$ cat config.mk
export PLATFORM = sky130hd
export DESIGN_NAME = output_drain
export DESIGN_NICKNAME = d
export VERILOG_FILES = /design/src/rtl/output_drain.sv
export SDC_FILE = /design/constraint.sdc
export NUM_CORES = 1
export LEC_CHECK = 0
export BUFFER_PORTS_ARGS = -buffer_cell sky130_fd_sc_hd__buf_2
export CORE_AREA = 4 4 107 109
export DETAILED_ROUTE_END_ITERATION = 12
export DIE_AREA = 0 0 111 113
export MAX_ROUTING_LAYER = met4
export PLACE_DENSITY = 0.85
export SYNTH_ARGS = -nofsm -noshare
export SYNTH_HDL_FRONTEND = slang
export SYNTH_SLANG_ARGS = --single-unit
$ cat constraint.sdc
create_clock -name clk_i -period 5.56 [get_ports clk_i]
set_clock_uncertainty 0.15 [all_clocks]
set_input_delay 0.834 -clock clk_i [delete_from_list [all_inputs] [get_ports clk_i]]
set_output_delay 0.834 -clock clk_i [all_outputs]
set_load 0.05 [all_outputs]
$ cat src/rtl/output_drain.sv
// rtl/output_drain.sv - cluster accumulator readout: relu, shift, saturate, stream out via credit-controlled fifo
//
// Walks every (compute unit, output buffer) pair of the cluster, transforms each
// signed accumulator to a saturated OUT_DAT_SIZE result and streams it out.
//
// Ports:
//   clk_i                  clock
//   rst_i                  synchronous active-high reset
//   start_i                drain request, accepted only in IDLE and not while done_o is high
//   relu_en_i, shift_i     transform settings, captured when start_i is accepted
//   out_buf_sel_o          registered buffer select to the cluster
//   com_unit_out_buf_sel_o registered unit select to the cluster
//   out_buf_dat_i          accumulator value, valid RD_LAT cycles after a select change
//   out_dat_o              result at the fifo head (0 while empty)
//   out_valid_o            fifo not empty
//   out_ready_i            downstream ready
//   out_last_o             final element of the drain, qualified by out_valid_o
//   busy_o                 drain in progress, including the done_o cycle
//   done_o                 one-cycle pulse after the last element is accepted
module output_drain #(
  parameter int OUTPUT_BUF_SIZE  = 32,
  parameter int OUTPUT_BUF_NUM   = 32,
  parameter int COMPUTE_UNIT_NUM = 32,
  parameter int OUT_DAT_SIZE     = 8,
  parameter int RD_LAT           = 1,
  parameter int FIFO_DEPTH       = 4
) (
  input  logic                                clk_i,
  input  logic                                rst_i,
  input  logic                                start_i,
  input  logic                                relu_en_i,
  input  logic [4:0]                          shift_i,
  output logic [$clog2(OUTPUT_BUF_NUM)-1:0]   out_buf_sel_o,
  output logic [$clog2(COMPUTE_UNIT_NUM)-1:0] com_unit_out_buf_sel_o,
  input  logic [OUTPUT_BUF_SIZE-1:0]          out_buf_dat_i,
  output logic [OUT_DAT_SIZE-1:0]             out_dat_o,
  output logic                                out_valid_o,
  input  logic                                out_ready_i,
  output logic                                out_last_o,
  output logic                                busy_o,
  output logic                                done_o
);

  localparam int BUF_W = $clog2(OUTPUT_BUF_NUM);
  localparam int CU_W  = $clog2(COMPUTE_UNIT_NUM);
  localparam int PTR_W = $clog2(FIFO_DEPTH);
  localparam int CNT_W = PTR_W + 1;
  localparam int INF_W = $clog2(RD_LAT + 2);
  localparam int ENT_W = OUT_DAT_SIZE + 1;

  localparam logic signed [OUTPUT_BUF_SIZE-1:0] SAT_MAX =
    OUTPUT_BUF_SIZE'((2 ** (OUT_DAT_SIZE - 1)) - 1);
  localparam logic signed [OUTPUT_BUF_SIZE-1:0] SAT_MIN =
    OUTPUT_BUF_SIZE'(-(2 ** (OUT_DAT_SIZE - 1)));

  typedef enum logic [1:0] {
    S_IDLE  = 2'd0,
    S_ISSUE = 2'd1,
    S_FLUSH = 2'd2
  } state_t;

  state_t state_q;
  state_t state_d;
  logic   done_q;

  // transform settings latched at start
  logic       relu_q;
  logic [4:0] shift_q;

  // address of the next read to issue
  logic [CU_W-1:0]  cu_q;
  logic [BUF_W-1:0] buf_q;

  // address of the read considered this cycle
  logic [CU_W-1:0]  rd_cu;
  logic [BUF_W-1:0] rd_buf;
  logic             buf_wrap;
  logic             rd_last;

  logic start_acc;
  logic credit_ok;
  logic issue;

  // read tracking: stage 0 is the cycle the selects show the address,
  // stage RD_LAT is the cycle the returning sample is pushed
  logic [RD_LAT:0]  vpipe;
  logic [RD_LAT:0]  lpipe;
  logic [INF_W-1:0] inflight;
  logic             push;
  logic             push_last;

  // transform datapath
  logic signed [OUTPUT_BUF_SIZE-1:0] x_relu;
  logic signed [OUTPUT_BUF_SIZE-1:0] x_shift;
  logic [OUT_DAT_SIZE-1:0]           sat_dat;

  // output fifo
  logic [ENT_W-1:0] mem [FIFO_DEPTH];
  logic [PTR_W-1:0] wr_ptr;
  logic [PTR_W-1:0] rd_ptr;
  logic [CNT_W-1:0] fifo_count;
  logic             fifo_empty;
  logic [ENT_W-1:0] head;
  logic             pop;
  logic             flush_done;
  logic [7:0]       committed;

  assign fifo_empty = (fifo_count == '0);
  assign head       = mem[rd_ptr];
  assign pop        = !fifo_empty && out_ready_i;
  assign push       = vpipe[RD_LAT];
  assign push_last  = lpipe[RD_LAT];
  assign flush_done = (state_q == S_FLUSH) && pop && head[ENT_W-1];

  // The start edge itself issues read (0,0), so counters are taken as zero in IDLE.
  assign rd_cu    = (state_q == S_IDLE) ? '0 : cu_q;
  assign rd_buf   = (state_q == S_IDLE) ? '0 : buf_q;
  assign buf_wrap = (rd_buf == BUF_W'(OUTPUT_BUF_NUM - 1));
  assign rd_last  = buf_wrap && (rd_cu == CU_W'(COMPUTE_UNIT_NUM - 1));

  always_comb begin
    inflight = '0;
    for (int i = 0; i <= RD_LAT; i++) begin
      inflight = inflight + INF_W'(vpipe[i]);
    end
  end

  // Slots committed after this edge: fifo contents minus this cycle's pop plus
  // every read still in flight. Counting the pop lets a full fifo keep
  // streaming at one element per cycle.
  assign committed = 8'(fifo_count) + 8'(inflight) - 8'(pop);
  assign credit_ok = (committed < 8'(FIFO_DEPTH));

  assign start_acc = (state_q == S_IDLE) && start_i && !done_q && credit_ok;
  assign issue     = start_acc || ((state_q == S_ISSUE) && credit_ok);

  // ---------------------------------------------------------------------------
  // FSM: state register
  // ---------------------------------------------------------------------------
  always_ff @(posedge clk_i) begin
    if (rst_i) begin
      state_q <= S_IDLE;
      done_q  <= 1'b0;
    end else begin
      state_q <= state_d;
      done_q  <= flush_done;
    end
  end

  // ---------------------------------------------------------------------------
  // FSM: next state
  // ---------------------------------------------------------------------------
  always_comb begin
    state_d = state_q;
    case (state_q)
      S_IDLE: begin
        if (start_acc) begin
          state_d = rd_last ? S_FLUSH : S_ISSUE;
        end
      end
      S_ISSUE: begin
        if (issue && rd_last) begin
          state_d = S_FLUSH;
        end
      end
      S_FLUSH: begin
        if (flush_done) begin
          state_d = S_IDLE;
        end
      end
      default: state_d = S_IDLE;
    endcase
  end

  // ---------------------------------------------------------------------------
  // FSM: outputs
  // ---------------------------------------------------------------------------
  always_comb begin
    busy_o      = (state_q != S_IDLE) || done_q;
    done_o      = done_q;
    out_valid_o = !fifo_empty;
    out_dat_o   = fifo_empty ? '0 : head[OUT_DAT_SIZE-1:0];
    out_last_o  = !fifo_empty && head[ENT_W-1];
  end

  // ---------------------------------------------------------------------------
  // Transform: relu, arithmetic shift, saturate
  // ---------------------------------------------------------------------------
  always_comb begin
    x_relu  = (relu_q && out_buf_dat_i[OUTPUT_BUF_SIZE-1]) ? '0 : $signed(out_buf_dat_i);
    x_shift = x_relu >>> shift_q;
    if (x_shift > SAT_MAX) begin
      sat_dat = SAT_MAX[OUT_DAT_SIZE-1:0];
    end else if (x_shift < SAT_MIN) begin
      sat_dat = SAT_MIN[OUT_DAT_SIZE-1:0];
    end else begin
      sat_dat = x_shift[OUT_DAT_SIZE-1:0];
    end
  end

  // ---------------------------------------------------------------------------
  // Issue counters, selects and read tracking
  // ---------------------------------------------------------------------------
  always_ff @(posedge clk_i) begin
    if (rst_i) begin
      relu_q                 <= 1'b0;
      shift_q                <= '0;
      cu_q                   <= '0;
      buf_q                  <= '0;
      out_buf_sel_o          <= '0;
      com_unit_out_buf_sel_o <= '0;
      vpipe                  <= '0;
      lpipe                  <= '0;
    end else begin
      if (start_acc) begin
        relu_q  <= relu_en_i;
        shift_q <= shift_i;
      end
      if (issue) begin
        out_buf_sel_o          <= rd_buf;
        com_unit_out_buf_sel_o <= rd_cu;
        if (buf_wrap) begin
          buf_q <= '0;
          cu_q  <= rd_cu + CU_W'(1);
        end else begin
          buf_q <= rd_buf + BUF_W'(1);
          cu_q  <= rd_cu;
        end
      end
      vpipe[0] <= issue;
      lpipe[0] <= issue && rd_last;
      for (int i = 1; i <= RD_LAT; i++) begin
        vpipe[i] <= vpipe[i-1];
        lpipe[i] <= lpipe[i-1];
      end
    end
  end

  // ---------------------------------------------------------------------------
  // Output fifo
  // ---------------------------------------------------------------------------
  always_ff @(posedge clk_i) begin
    if (rst_i) begin
      wr_ptr     <= '0;
      rd_ptr     <= '0;
      fifo_count <= '0;
    end else begin
      if (push) begin
        wr_ptr <= wr_ptr + PTR_W'(1);
      end
      if (pop) begin
        rd_ptr <= rd_ptr + PTR_W'(1);
      end
      fifo_count <= fifo_count + CNT_W'(push) - CNT_W'(pop);
    end
  end

  // Storage needs no reset: the head is masked while the fifo is empty.
  always_ff @(posedge clk_i) begin
    if (push) begin
      mem[wr_ptr] <= {push_last, sat_dat};
    end
  end

endmodule
# [Word level (Yosys, flattened, before mapping)]
# Memories as Yosys holds them, arrays and structs flattened. A register that Yosys moved wholly into a read port is not among the register bits.
# Cells that the tools add are included.
[classes] add_sub_neg=9 n_mul=0 n_div=0 n_lt_le_gt_ge=3 n_eq_ne=7 n_shift=1 n_mux=17 n_bitwise=0 n_reduce_logical=19
[op_table] operator="32-bit by 8-bit > comparator with 1-bit output, second input constant" count=1
[op_table] operator="32-bit by 8-bit less-than comparator with 1-bit output, second input constant" count=1
[op_table] operator="32-bit two-way mux" count=1
[op_table] operator="32-bit by 5-bit >>> shifter with 32-bit output" count=1
[op_table] operator="8-bit two-way mux" count=3
[op_table] operator="5-bit two-way mux" count=4
[op_table] operator="2-bit two-way mux" count=6
[op_table] operator="1-bit logical AND" count=11
[op_table] operator="5-bit by 1-bit adder with 5-bit output, second input constant" count=2
[op_table] operator="5-bit == test, second input constant" count=2
[op_table] operator="8-bit by 3-bit less-than comparator with 1-bit output, second input constant" count=1
[op_table] operator="2-bit one-hot mux with 3 select lines" count=1
[op_table] operator="4-bit by 1-bit subtractor with 5-bit output" count=1
[op_table] operator="2-bit by 1-bit adder with 2-bit output, second input constant" count=2
[op_table] operator="3-bit by 2-bit adder with 4-bit output" count=1
[op_table] operator="2-bit inequality test, second input constant" count=2
[op_table] operator="3-bit by 1-bit adder with 3-bit output" count=1
[op_table] operator="3-bit logical NOT" count=1
[op_table] operator="3-bit AND reduction" count=1
[op_table] operator="3-bit by 1-bit subtractor with 3-bit output" count=1
[op_table] operator="1-bit by 1-bit adder with 2-bit output" count=1
[op_table] operator="2-bit by 1-bit == test with 1-bit output, second input constant" count=1
[op_table] operator="2-bit == test, second input constant" count=1
[op_table] operator="1-bit logical NOT" count=2
[op_table] operator="5 further kinds" count=7
[word_totals] register_bits=40 latchBits=0 mem_bits_rw=36 mem_bits_ro=0 word_cells=70 n_memories=1
[mem_list] name="mem" depth=4 width=9 read_ports=1 rd_ports_with_merged_regs=1 write_ports=1 line="98" rtl="logic [ENT_W-1:0] mem [FIFO_DEPTH];"

# [Depth between registers and ports, before layout]
# Gate-level depths: netlist of the first run.
[logic_depth] depth_word=10 depth_mapped=13 mapped_depth_nobuf=12

# [Worst setup path before layout of the first run]
# No wires, ideal clock.
[synth_timing] path_type="input-to-reg" start="in out_buf_dat_i[22]" end="mem mem[0][0] (netlist name), data pin" setup_time_ns=0.302 t_arrival_ns=2.816 required_time_ns=5.108 path_slack_ns=2.291 stages=7 cell_sequence="mux4_1 mux2i_1 o21ai_0 nor4_2 a41oi_1 o41ai_4 o211ai_1"
[synth_between] elab_chain_cells=5
[synth_rtl] item="start: declaration" line="35" rtl="input logic [OUTPUT_BUF_SIZE-1:0] out_buf_dat_i,"
[synth_rtl] item="32-bit two-way mux *" line="190" rtl="x_relu = (relu_q && out_buf_dat_i[OUTPUT_BUF_SIZE-1]) ? '0 : $signed(out_buf_dat_i);"
[synth_rtl] item="32-bit by 5-bit >>> shifter with 32-bit output *" line="191" rtl="x_shift = x_relu >>> shift_q;"
[synth_rtl] item="32-bit by 8-bit less-than comparator with 1-bit output" line="194" rtl="end else if (x_shift < SAT_MIN) begin"
[synth_rtl] item="8-bit two-way mux" line="194"
[synth_rtl] item="8-bit two-way mux *" line="192" rtl="if (x_shift > SAT_MAX) begin"
[synth_rtl] item="net sat_dat[0]" line="95" rtl="logic [OUT_DAT_SIZE-1:0] sat_dat;"
[synth_rtl] item="end: declaration" line="98"
# Mark *: on every way through the listed nets, which the timed path passes. The rest lies on a longest branch.

# [Final worst setup path of the first run]
[layout_timing] start="reg shift_q[1]" end="mem mem[2][6] (netlist name), data pin"
[layout_between] elab_chain_cells=4
[layout_rtl] item="start: declaration" line="68" rtl="logic [4:0] shift_q;"
[layout_rtl] item="start signal: assignment" line="217" rtl="shift_q <= shift_i;"
[layout_rtl] item="32-bit by 5-bit >>> shifter with 32-bit output *" line="191"
[layout_rtl] item="32-bit by 8-bit less-than comparator with 1-bit output" line="194"
[layout_rtl] item="8-bit two-way mux" line="194"
[layout_rtl] item="8-bit two-way mux *" line="192"
[layout_rtl] item="net sat_dat[6]" line="95"
# Marks and branches as above.

==> results of run 1 <==
[routing by layer]
| metal | up-vias | wire length [µm] | GRT usage |
|---|---|---|---|
| met5 | - | 0 | - |
| met4 | 0 | 307 | 0.0698 |
| met3 | 28 | 697 | 0.0364 |
| met2 | 158 | 6950 | 0.371 |
| met1 | 2302 | 6100 | 0.304 |
| li1 | 2205 | - | - |
[per-stage QoR]
stage | worst slack, ns | hold WS, ns
2_1_floorplan | 2.29 | 0.264
3_5_place_dp | 1.54 | 0.297
5_1_grt | 1.23 | 0.334
6_report | 1.41 | 0.309
3_3_place_gp | 1.59 | 0.285
4_1_cts | 1.48 | 0.309
[tightest hold or removal path: stages, from the launching register on]
cell and delay [ns]:
dfxtp_1 0.32, nand2_1 0.05, a21oi_1 0.05
[registers in the layout, indices dropped and copies added, names as in the netlist, 2 cells and up, named ones only]
signal                  flops
cu_q                        5
lpipe                       2
vpipe                       2
wr_ptr                      2
shift_q                     5
com_unit_out_buf_sel_o      5
rd_ptr                      2
state_q                     2
buf_q                       5
mem                        36
fifo_count                  3
out_buf_sel_o               5
[power groups by stage]
stage	clock network [µW]	registers [µW]	logic [µW]
after floorplan	0	731	1370
after global placement	0	828	1580
after detailed placement	0	834	1610
after CTS	392	822	1620
after global routing	422	840	1770
final	388	820	1640
[logic make-up (layout without fill, tap and decap cells)]
logic type | count (synthesis) | after routing | share of synthesized area
adder cells (fa/ha/maj) | 14 | 14 | 0.0324
multiplexers | 91 | 91 | 0.254
XOR/XNOR | 7 | 7 | 0.0109
buffers and inverters | 55 | 96 | 0.0480
AND/OR/NAND/NOR | 187 | 187 | 0.166
flip-flops | 78 | 78 | 0.341
AO/OA/AOI/OAI | 124 | 124 | 0.148
[worst paths after layout]
| check | start | to | slack [ns] |
|---|---|---|---|
| min reg2reg | com_unit_out_buf_sel_o[4] | com_unit_out_buf_sel_o[4] | 0.31 |
| min | com_unit_out_buf_sel_o[4] | com_unit_out_buf_sel_o[4] | 0.31 |
| max | shift_q[1] | mem[2][6] | 1.41 |
| max reg2reg | shift_q[1] | mem[2][6] | 1.41 |
[layout make-up]
cell class	count	area, µm²	share of cell area
inverter	12	45.0	0.00736
clock inverter	6	43.8	0.00715
clock buffer	10	138	0.0225
tap	140	175	0.0286
multi-input combinational	423	3440	0.562
sequential	78	1930	0.315
timing repair buffer	68	353	0.0576
[cell usage after synthesis (3+ instances only)]
cell | n | area [µm²]
a211oi_1 | 7 | 52.6
a21o_1 | 3 | 22.5
a21oi_1 | 34 | 170
a31oi_1 | 3 | 18.8
a41oi_1 | 3 | 26.3
and2_1 | 22 | 138
buf_2 | 9 | 45.0
buf_4 | 6 | 45.0
buf_6 | 4 | 45.0
clkbuf_1 | 23 | 86.3
dfxtp_1 | 42 | 841
edfxtp_1 | 36 | 1080
ha_1 | 13 | 163
inv_1 | 11 | 41.3
mux2_2 | 12 | 135
mux2i_1 | 40 | 400
mux4_1 | 4 | 105
mux4_2 | 34 | 766
nand2_1 | 66 | 248
nand2b_1 | 5 | 31.3
nand3_1 | 16 | 80.1
nand4_1 | 4 | 25.0
nor2_1 | 35 | 131
nor2b_1 | 7 | 43.8
nor3_1 | 6 | 30.0
nor4_1 | 6 | 37.5
nor4_2 | 3 | 37.5
nor4b_1 | 4 | 35.0
o211ai_1 | 13 | 97.6
o21ai_0 | 21 | 105
o22ai_1 | 14 | 87.6
or2_2 | 3 | 18.8
xnor2_1 | 6 | 52.6
==> results.sh, run 1 <==
export IMPL_status="completed"
export IMPL_setup_viol=0
export IMPL_hold_viol_final=0
export IMPL_rsz0062_at_grt="false"
export IMPL_fin_area_um2=6120
export IMPL_syn_avg_cell_area_um2=10.1
export IMPL_total_power_uw=2840
export IMPL_fp_coreArea_um2=10600
export IMPL_hold_depth=2
export IMPL_worst_pin_slew_ns=0.954
export IMPL_htree_levels=3
export IMPL_n_antenna_cell=0
export IMPL_slowest_stage="dfxtp_2"
export IMPL_wl_per_cell_um=19.1
export IMPL_grt_pass1_wl_mm=23.3
export IMPL_fin_nets=648
export IMPL_dp_cells=721
export IMPL_cts_tree="done"
export IMPL_vias_per_cell=6.37
export IMPL_crit_buf_inv=1
export IMPL_p_sw_frac=0.479
export IMPL_design_die_area_um2=12500
export IMPL_synth_area_um2=5630
export IMPL_placed_area_um2=5940
export IMPL_routabilityCongestion=0.946
export IMPL_max_stage_delay_ns=0.72
export IMPL_mostFrequentLayoutCells="66 x nand2_1, 63 x buf_2, 40 x mux2i_1, 39 x dfxtp_1, 36 x edfxtp_1"
export IMPL_ctsHoldBuffers=0
export IMPL_synth_edf_count=36
export IMPL_drcViolationCount=0
export IMPL_ys_types=65
export IMPL_post_cts_resized=0
export IMPL_fp_dieH_um=113
export IMPL_period_needed_ns=4.15
export IMPL_num_io_pins=64
export IMPL_rows=38
export IMPL_worst_ir_drop_vdd_mv=0.263
export IMPL_grt_max_degree=43
export IMPL_seqPwrFrac=0.288
export IMPL_final_util=0.577
export IMPL_fmax_ghz=0.241
export IMPL_finalCritPeriodShare=0.746
export IMPL_r2r_cells=8
export IMPL_crit_cells=8
export IMPL_chipWidth_um=111
export IMPL_post_cts_buffers=0
export IMPL_end_kind="register"
export IMPL_vias=4693
export IMPL_clkLatencyLatePin_ns=0.35
export IMPL_fill_cells=894
export IMPL_cts_buffers=9
export IMPL_syn_nets=612
export IMPL_path_class="register to register"
export IMPL_drt_total_wl_mm=14.1
export IMPL_arrival_ns=4.03
export IMPL_p_clk_frac=0.136
export IMPL_grt_pass1_vias=4570
export IMPL_start_kind="register"
export IMPL_cp_cell_sequence="buf_4, mux4_1, mux2i_1, o22ai_1, a41oi_1, nand3_1, o41ai_4, o211ai_1"
export IMPL_synth_seq_cells=78
export IMPL_crit_family="compound AO/OA/AOI/OAI gates"
export IMPL_path_clk_slew_ns=0.09
export IMPL_overflow=0
export IMPL_synth_async_reset_ratio=0
export IMPL_drtPass1Iterations=5
export IMPL_netlist_instances=556
export IMPL_dp_hpwl_mm=10.5
export IMPL_grt_use_total=0.231
export IMPL_relSlewSlack=0.364
export IMPL_fin_cells=737
export IMPL_hp_class="register to register"
export IMPL_fin_tns_setup_ns=0
export IMPL_clockRootBuffer="clkbuf_8"
export IMPL_syn2layout_area_growth_pct=8.66
export IMPL_p_leak_uw=0.00219
export IMPL_internal_power_uw=1480
export IMPL_p_switching_uw=1360
export IMPL_cp_max_fo=32
export IMPL_antenna_found_initial=0
export IMPL_drtAntennaViolNets=0
export IMPL_yosysSeqAreaShare=0.341
export IMPL_clockBufferDepth=2
export IMPL_cp_required_ns=5.44
export IMPL_maxCapViolations=0
export IMPL_final_common_cell="nand2_1"
export IMPL_numClockSinks=78
export IMPL_start_util=0.531
export IMPL_drive_gt1_frac=0.243
export IMPL_yosys_warnings=0
export IMPL_yosys_most_used_dff="dfxtp_1"
export IMPL_p_per_area_nw_per_um2=465
export IMPL_combinationalPowerShare=0.575
export IMPL_io_buffers=63
export IMPL_drt_iter0_markers=431
export IMPL_drv_slew=0
Power figures use the tool's default switching activity.
==> run 2: changes to the inputs <==
==> config.mk (replaced) <==
export PLATFORM = sky130hd
export DESIGN_NAME = output_drain
export DESIGN_NICKNAME = d
export VERILOG_FILES = /design/src/rtl/output_drain.sv
export SDC_FILE = /design/constraint.sdc
export NUM_CORES = 1
export LEC_CHECK = 0
export ABC_AREA = 1
export BUFFER_PORTS_ARGS = -buffer_cell sky130_fd_sc_hd__buf_2
export CORE_AREA = 4 4 105 107
export DETAILED_ROUTE_END_ITERATION = 12
export DIE_AREA = 0 0 109 111
export MAX_ROUTING_LAYER = met4
export PLACE_DENSITY = 0.87
export SYNTH_ARGS = -nofsm -noshare
export SYNTH_HDL_FRONTEND = slang
export SYNTH_SLANG_ARGS = --single-unit
==> constraint.sdc (replaced) <==
create_clock -name clk_i -period 3.4 [get_ports clk_i]
set_clock_uncertainty 0.15 [all_clocks]
set_input_delay 0.51 -clock clk_i [delete_from_list [all_inputs] [get_ports clk_i]]
set_output_delay 0.51 -clock clk_i [all_outputs]
set_load 0.05 [all_outputs]
==> run 2 against run 1 <==
Net effect: sequential cell count unchanged; combinational power rose by 43%; sequential share of layout area is 1.5 points higher; non-clock buffer count rose by 6; global-route usage fell by 1.0 points; total power rose by 47%; die area is 3.5% lower; critical endpoint is now out_buf_sel_o[4]; highest routed layer unchanged.
==> results.sh, run 2 <==
export IMPL_status="completed"
export IMPL_chipWidth_um=109
export IMPL_yosys_most_used_dff="dfxtp_1"
export IMPL_cts_buffers=9
export IMPL_synth_edf_count=36
export IMPL_drtAntennaViolNets=0
export IMPL_numClockSinks=78
export IMPL_design_die_area_um2=12100
export IMPL_syn_nets=826
export IMPL_largest_register="mem"
export IMPL_overflow=0
export IMPL_routabilityCongestion=0.973
export IMPL_synth_commonest_cells="173 x nand3_1, 157 x nand2_1, 87 x nor2_1"
export IMPL_post_cts_resized=0
export IMPL_drt_total_wl_mm=12.9
export IMPL_grt_pass1_vias=4841
export IMPL_drtPass1Iterations=5
export IMPL_cp_common_cell="nand2_1"
export IMPL_syn2layout_area_growth_pct=9.09
export IMPL_rows=37
export IMPL_dp_hpwl_mm=9.51
export IMPL_start_util=0.527
export IMPL_ys_types=40
export IMPL_synth_top_cell_area_share=0.202
export IMPL_synth_most_common_cell="nand3_1"
export IMPL_antenna_found_initial=0
export IMPL_drcViolationCount=0
export IMPL_grt_pass1_wl_mm=21.5
export IMPL_vias_per_cell=5.56
export IMPL_final_common_cell="nand3_1"
export IMPL_drv_slew=0
export IMPL_worst_ir_drop_vdd_mv=0.389
export IMPL_clockRootBuffer="clkbuf_8"
export IMPL_netlist_instances=770
export IMPL_num_io_pins=64
export IMPL_synth_area_um2=5340
export IMPL_yosys_warnings=0
export IMPL_htree_levels=3
export IMPL_slowest_stage="inv_1"
export IMPL_p_per_area_nw_per_um2=719
export IMPL_yosysTopAreaCell="edfxtp_1"
export IMPL_setup_slack_ns=0.397
export IMPL_total_power_uw=4190
export IMPL_wl_met3_um=919
export IMPL_path_class="register to register"
export IMPL_io_buffers=63
export IMPL_setup_viol=0
export IMPL_drive_gt1_frac=0.148
export IMPL_wl_met2_mm=6.03
export IMPL_ctsHoldBuffers=0
export IMPL_largest_reg_flops=36
export IMPL_post_cts_buffers=0
export IMPL_fmax_ghz=0.333
export IMPL_max_stage_delay_ns=0.39
export IMPL_pre_cts_ws_ns=0.434
export IMPL_end_kind="register"
export IMPL_dp_cells=932
export IMPL_fp_coreArea_um2=10100
export IMPL_arrival_ns=3.14
export IMPL_start_kind="register"
export IMPL_rsz0062_at_grt="false"
export IMPL_relSlewSlack=0.582
export IMPL_path_clk_slew_ns=0.08
export IMPL_p_leak_uw=0.00261
export IMPL_synthTopCellsByArea="edfxtp_1 20%, nand3_1 16%, dfxtp_1 16%, nand2_1 11%, nor2_1 6.1%"
export IMPL_hp_class="register to register"
export IMPL_cp_cell_sequence="nor3_2, inv_1, nand2_1, inv_1, nand2_1, nand2_1, ha_1, a21o_1, a21oi_1, nand3b_1, o21ai_0, nand3_2, inv_1, buf_4, nand2_1, a21oi_1"
export IMPL_mostFrequentLayoutCells="173 x nand3_1, 157 x nand2_1, 87 x nor2_1, 63 x buf_2, 56 x o21ai_0"
export IMPL_fin_nets=863
export IMPL_grt_max_degree=53
export IMPL_drt_met1_wl_mm=5.73
export IMPL_fin_cells=948
export IMPL_synth_async_reset_ratio=0
export IMPL_period_needed_ns=3.00
export IMPL_yosysSeqAreaShare=0.360
export IMPL_cp_required_ns=3.53
export IMPL_wl_per_cell_um=13.6
export IMPL_synth_seq_cells=78
export IMPL_n_antenna_cell=0
export IMPL_top_layer="met4"
export IMPL_finalCritPeriodShare=0.883
export IMPL_clkLatencyLatePin_ns=0.35
export IMPL_hold_viol_final=0
export IMPL_grt_use_total=0.220
export IMPL_vias=5269
export IMPL_maxCapViolations=0
export IMPL_cts_tree="done"
export IMPL_fp_dieH_um=111
export IMPL_clockBufferDepth=2
export IMPL_syn_avg_cell_area_um2=6.94
export IMPL_drt_iter0_markers=407
export IMPL_worst_pin_slew_ns=0.626
export IMPL_cp_max_fo=20
export IMPL_fin_tns_setup_ns=0
[run 2: cells by family (layout without fill, tap and decap cells)]
kind of cell / count (synthesis) / count (layout) / share of synthesized area
AO/OA/AOI/OAI: 120 / 120 / 0.122
XOR/XNOR: 6 / 6 / 0.00984
adder cells (fa/ha/maj): 14 / 14 / 0.0342
flip-flops: 78 / 78 / 0.360
AND/OR/NAND/NOR: 450 / 450 / 0.387
buffers and inverters: 102 / 144 / 0.0876
[run 2: path summary, 6_finish.rpt]
kind                 start                to  slack [ns]  cells after the start
max          fifo_count[1]  out_buf_sel_o[4]        0.40                     16
max reg2reg  fifo_count[1]  out_buf_sel_o[4]        0.40                     16
min               lpipe[0]          lpipe[1]        0.26                      2
min reg2reg       lpipe[0]          lpipe[1]        0.26                      2
[run 2: metrics by stage]
| step | instance area [µm²] | util | hold slack [ns] |
|---|---|---|---|
| floorplan | 5340 | - | 0.238 |
| global placement | 5640 | 0.557 | 0.248 |
| global route | 5830 | 0.575 | 0.288 |
| finish | 5830 | 0.575 | 0.261 |
| detailed placement | 5640 | 0.557 | 0.257 |
| CTS | 5830 | 0.575 | 0.259 |
[run 2: report_power, final]
group	leakage [µW]	internal [µW]	switching, µW
Combinational	0.00186	697	1650
Sequential	0.000665	1130	80.6
Clock	0.0000849	287	346
[run 2: layout make-up]
class	instances	area, µm²
Clock buffer	10	138
Multi-Input combinational cell	590	2950
Timing Repair Buffer	74	398
Inverter	54	203
Tap cell	136	170
Clock inverter	6	45.0
Sequential cell	78	1920
Fill cell	961	4310
[run 2: critical path: cells and delay by family, from the launching register on]
family / cells / cell delay, ns
AO/OA/AOI/OAI: 4 / 0.57
flip-flops: 1 / 0.36
adder cells (fa/ha/maj): 1 / 0.26
buffers and inverters: 4 / 0.81
AND/OR/NAND/NOR: 7 / 0.78
[run 2: layer usage]
| layer | vias up | GRT usage |
|---|---|---|
| li1 | 2686 | - |
| met1 | 2370 | 0.289 |
| met2 | 186 | 0.345 |
| met3 | 27 | 0.0524 |
| met4 | 0 | 0.0480 |
| met5 | - | - |
